## config.mk

```make
export PLATFORM = sky130hd
export DESIGN_NAME = raw_line_player
export DESIGN_NICKNAME = d
export VERILOG_FILES = /design/src/rtl/raw_line_player.sv
export SDC_FILE = /design/constraint.sdc
export NUM_CORES = 1
export LEC_CHECK = 0
export CORE_ASPECT_RATIO = 1.4
export CORE_MARGIN = 1
export CORE_UTILIZATION = 50
export DETAILED_ROUTE_END_ITERATION = 10
export PLACE_DENSITY = 0.86
export SYNTH_ARGS = -nofsm -noshare
export SYNTH_HDL_FRONTEND = slang
export SYNTH_SLANG_ARGS = --single-unit
```

## constraint.sdc

```tcl
create_clock -name clk_samp -period 3.33 [get_ports clk_samp]
set_input_delay 0.333 -clock clk_samp [delete_from_list [all_inputs] [get_ports clk_samp]]
set_output_delay 0.333 -clock clk_samp [all_outputs]
set_load 0.01 [all_outputs]
```

## src/rtl/raw_line_player.sv

```systemverilog
// rtl/raw_line_player.sv - FIFO-buffered replay of captured bytes onto CHANNELS lines at a divided rate.
// Optional: define RAW_LINE_PLAYER_HOLD_EN to hold the last sample on line_out during an underrun.
module raw_line_player #(
   parameter int                  CHANNELS   = 2,
   parameter int                  FIFO_DEPTH = 16,
   parameter int                  DIV_W      = 8,
   parameter logic [CHANNELS-1:0] IDLE_VALUE = '0
) (
   input  logic                          clk_samp,
   input  logic                          RSTB,
   input  logic                          arm,
   input  logic [DIV_W-1:0]              rate_div,
   input  logic [7:0]                    in_data,
   input  logic                          in_valid,
   input  logic                          in_last,
   output logic                          in_ready,
   input  logic [CHANNELS-1:0]           line_oeb,
   output logic [CHANNELS-1:0]           line_out,
   output logic [CHANNELS-1:0]           line_drive_en,
   output logic                          sample_valid,
   output logic                          done,
   output logic [15:0]                   underrun_cnt,
   output logic [$clog2(FIFO_DEPTH):0]   fifo_level
);

   localparam int AW = $clog2(FIFO_DEPTH);

   typedef enum logic [1:0] {S_IDLE, S_FILL, S_PLAY, S_DONE} state_t;

   state_t            state;
   state_t            state_nxt;
   logic [7:0]        mem [FIFO_DEPTH];
   logic [AW-1:0]     wr_ptr;
   logic [AW-1:0]     rd_ptr;
   logic [DIV_W-1:0]  divider;
   logic              last_seen;
   logic              full;
   logic              empty;
   logic              push;
   logic              pop;
   logic              tick;
   logic [7:0]        head;

   assign full  = (fifo_level == (AW+1)'(FIFO_DEPTH));
   assign empty = (fifo_level == '0);
   // >= rather than == so a rate_div lowered below the running count still fires next cycle
   assign tick  = (state == S_PLAY) && (divider >= rate_div);
   assign push  = in_valid && in_ready;
   assign pop   = tick && !empty;
   assign head  = mem[rd_ptr];

   always_ff @(posedge clk_samp) begin
      if (RSTB) state <= S_IDLE;
      else      state <= state_nxt;
   end

   always_comb begin
      state_nxt = state;
      case (state)
         S_IDLE: if (arm) state_nxt = S_FILL;
         S_FILL: begin
            if (!arm)                          state_nxt = S_IDLE;
            else if (full)                     state_nxt = S_PLAY;
            else if (last_seen && !empty)      state_nxt = S_PLAY;
            else if (last_seen && empty)       state_nxt = S_DONE;
         end
         S_PLAY: begin
            if (!arm)                          state_nxt = S_IDLE;
            else if (tick && empty && last_seen) state_nxt = S_DONE;
         end
         S_DONE: if (!arm) state_nxt = S_IDLE;
         default: state_nxt = S_IDLE;
      endcase
   end

   always_comb begin
      in_ready      = ((state == S_FILL) || (state == S_PLAY)) && !full && !last_seen;
      done          = (state == S_DONE);
      line_drive_en = line_oeb;
   end

   always_ff @(posedge clk_samp) begin
      if (push) mem[wr_ptr] <= in_data;
   end

   always_ff @(posedge clk_samp) begin
      if (RSTB) begin
         wr_ptr       <= '0;
         rd_ptr       <= '0;
         fifo_level   <= '0;
         last_seen    <= 1'b0;
         divider      <= '0;
         line_out     <= IDLE_VALUE;
         sample_valid <= 1'b0;
         underrun_cnt <= '0;
      end else if (!arm) begin
         // disarm flushes the stream but keeps the underrun history
         wr_ptr       <= '0;
         rd_ptr       <= '0;
         fifo_level   <= '0;
         last_seen    <= 1'b0;
         divider      <= '0;
         line_out     <= IDLE_VALUE;
         sample_valid <= 1'b0;
      end else begin
         if (push) begin
            wr_ptr <= wr_ptr + AW'(1);
            if (in_last) last_seen <= 1'b1;
         end
         if (pop) rd_ptr <= rd_ptr + AW'(1);
         case ({push, pop})
            2'b10:   fifo_level <= fifo_level + (AW+1)'(1);
            2'b01:   fifo_level <= fifo_level - (AW+1)'(1);
            default: fifo_level <= fifo_level;
         endcase

         if (state == S_PLAY) begin
            divider <= tick ? '0 : divider + DIV_W'(1);
            if (tick) begin
               if (!empty) begin
                  line_out     <= CHANNELS'(head);
                  sample_valid <= 1'b1;
               end else if (!last_seen) begin
`ifdef RAW_LINE_PLAYER_HOLD_EN
                  line_out     <= line_out;
                  sample_valid <= sample_valid;
`else
                  line_out     <= IDLE_VALUE;
                  sample_valid <= 1'b0;
`endif
                  if (underrun_cnt != 16'hFFFF) underrun_cnt <= underrun_cnt + 16'd1;
               end else begin
                  line_out     <= IDLE_VALUE;
                  sample_valid <= 1'b0;
               end
            end
         end else begin
            divider <= '0;
         end
      end
   end

endmodule

```

==> impl_metrics.tcl <==
set metrics [dict create \
    yosys_most_used_dff "dfxtp_1" \
    avgSynthCellArea_um2 10.5 \
    cts-root-buf "clkbuf_8" \
    arrival_ps 3410 \
    cts-resized-gates 0 \
    whs_ps 503 \
    grt_pass1_wl_mm 12.7 \
    clk_latency_ps 350 \
    fmaxAchievable_mhz 318 \
    synth_seq_cells 79 \
    htreeDepth 3 \
    synth_edf_count 32 \
    worst_pin_slew_ps 830 \
    num_io_pins 51 \
    cellLeakagePower_nw 1.62 \
    place.port_buffers 40 \
    final_antenna_net_count 0 \
    multi_input_area_um2 1830 \
    dp_cells 498 \
    rsz0062_at_grt "false" \
    nFillCells 578 \
    wl_per_cell_um 14.8 \
    grt_pass1_vias 2939 \
    netlist_area_um2 3890 \
    syn_inst 370 \
    gr-total-overflow 0 \
    synth_seq_area_share 0.489 \
    async_reset_ff_frac 0 \
    final.setup.tns_ps 0 \
    seq_area_um2 1900 \
    grt_antenna_before_repair 0 \
    core-area_um2 7450 \
    die_w_um 76.5 \
    tritoncts "yes" \
    relSlewSlack 0.446 \
    crit_fanout 5 \
    num_rows 37 \
    synthDistinctLibCells 55 \
    clock_sinks 79 \
    finalCriticalPeriod_ps 3150 \
    clock_skew_ps 12.6 \
    crit_type "input port to flip-flop" \
    die_area_um2 8140 \
    grt_max_degree 28 \
    instances_no_fill 514 \
    drv_cap 0 \
    drtIter0Drc 103 \
    start_kind "input port" \
    layout.nets 457 \
    syn_to_final_growth_pct 18.5 \
    crit_path_end_kind "flip-flop" \
    yosysWarnings 0 \
    drt_pass1_iterations 4 \
    worstPathRequired_ps 3590 \
    p_per_area_nw_per_um2 419 \
    setup_viol 0 \
    hold_buffers 0 \
    status "finished, final reports clean" \
    clk_pin_slew_ps 90 \
    synth_fp_nets 415 \
    cts_setup_buffers 0 \
    track_usage 0.196 \
    total_power_mw 1.93 \
    chipHeight_um 106 \
    hold_class "flip-flop to flip-flop" \
    drc 0 \
    finalCritPeriodShare 0.945 \
    dp_hpwl_mm 5.50 \
    hold_viol_final 0 \
    drive_gt1_frac 0.127 \
    routed_wl_mm 7.59 \
    via_per_inst 5.61 \
    cts-buffers-inserted 9 \
    antennaDiodeCount 0 \
    cts.path.max_buffers 2 \
    gp_congestion 0.792 \
    peakVddDrop_v 0.000231 \
    via_count 2885 \
    start_util 0.522 \
    drv_slew 0 \
]
## cell usage in the layout (no fill, tap or decap), drive strengths merged, types with 3 or more instances in the layout
cell,instances
edfxtp,32
o31ai,5
and3,3
inv,20
nor3,8
o21ai,12
dfxtp,47
and2,3
mux4,10
xor2,10
nor2,50
or4,5
or2,3
nand2b,6
a21oi,23
ha,22
nand3,16
mux2i,3
or3,8
nor2b,3
nand4,4
clkbuf,9
a21o,3
clkdlybuf4s50,40
a31o,3
nand2,20
xnor2,6
buf,11
## worst max-delay path, cell delays in order
cell	delay [ps]
clkdlybuf4s50_1	400
ha_1	280
nand2b_1	140
a2111o_1	440
a32oi_2	290
nor2_1	100
ha_2	220
xor2_1	160
ha_2	250
a31oi_1	90
o22a_1	220
o32a_1	200
a21o_1	160
a21oi_1	130
## path summary, 6_finish.rpt
check | startpoint | to | slack (ps) | cells after the start
worst min register to register | sample_valid | sample_valid | 500 | 2
worst max-delay path | rate_div[0] | fifo_level[4] | 180 | 14
worst min-delay path | sample_valid | sample_valid | 500 | 2
worst max register to register | divider[0] | fifo_level[4] | 210 | 14
## layout make-up
class / instances / share of cell area
Clock inverter: 7 / 0.0193
Multi-Input combinational cell: 254 / 0.396
Clock buffer: 9 / 0.0269
Inverter: 17 / 0.0138
Timing Repair Buffer: 51 / 0.105
Sequential cell: 79 / 0.412
Tap cell: 97 / 0.0263
## power by group
part / switching (mW) / total (mW) / leakage (nW) / internal, mW
sequential: 0.00888 / 1.02 / 0.667 / 1.01
combinational: 0.0843 / 0.157 / 0.845 / 0.0725
clock: 0.388 / 0.753 / 0.105 / 0.364
## state kept, by name, indices dropped and copies added (netlist names), named ones only
signal and flops:
mem 32, underrun_cnt 16, divider 8, fifo_level 5, rd_ptr 4, wr_ptr 4
line_out 2, state 2, last_seen 1, sample_valid 1
## metal layers
layer / track usage / part of all wire / vias to the layer above / wire length [um]
met5: 0 / 0 / - / 0
met4: 0.0728 / 0.014 / 0 / 108
met3: 0.0369 / 0.035 / 12 / 265
met2: 0.384 / 0.54 / 51 / 4110
met1: 0.203 / 0.41 / 1401 / 3110
li1: - / - / 1421 / -
## cell usage after synthesis, types with 2 or more instances
cell type	instances	area share
and3_1	3	0.0048
clkbuf_1	10	0.0097
buf_2	3	0.0039
or2_2	3	0.0048
nor2b_1	3	0.0048
nor4b_1	2	0.0045
xor2_1	10	0.023
inv_1	17	0.016
nor3b_1	2	0.0039
buf_6	2	0.0058
xnor2_1	6	0.014
nor2_1	50	0.048
nand2_1	20	0.019
dfxtp_1	47	0.24
ha_1	22	0.071
nand2b_1	6	0.0097
mux2_2	2	0.0058
buf_4	3	0.0058
nor3_1	8	0.010
o21ai_1	7	0.0090
a21oi_1	23	0.030
o31ai_1	5	0.0097
mux2i_1	3	0.0077
nand3_1	16	0.021
a211oi_1	2	0.0039
o21ai_0	5	0.0064
a21o_1	3	0.0058
nand4_1	4	0.0064
a22oi_1	2	0.0039
and2_1	3	0.0048
a31o_2	3	0.0068
mux4_2	10	0.058
or4_1	5	0.0097
or3_1	8	0.013
edfxtp_1	32	0.25
## through the flow
| step | instance area, um^2 | setup WS (ps) | utilization |
|---|---|---|---|
| final | 4610 | 182 | 0.619 |
| after global routing | 4610 | 25.4 | 0.619 |
| after CTS | 4600 | 106 | 0.617 |
| after detailed placement | 4390 | -263 | 0.588 |
| after global placement | 4390 | -140 | 0.588 |
| after floorplan | 3890 | 39.2 | - |
## cells by family after synthesis
family                   count (synthesis)  synth area share
AND/OR/NAND/NOR                        138             0.180
flip-flops                              79             0.489
XOR/XNOR                                16            0.0360
AO/OA/AOI/OAI                           63             0.108
buffers and inverters                   37            0.0444
multiplexers                            15            0.0714
adder cells (fa/ha/maj)                 22            0.0708
Note: power is estimated with default switching activity, not from simulation.
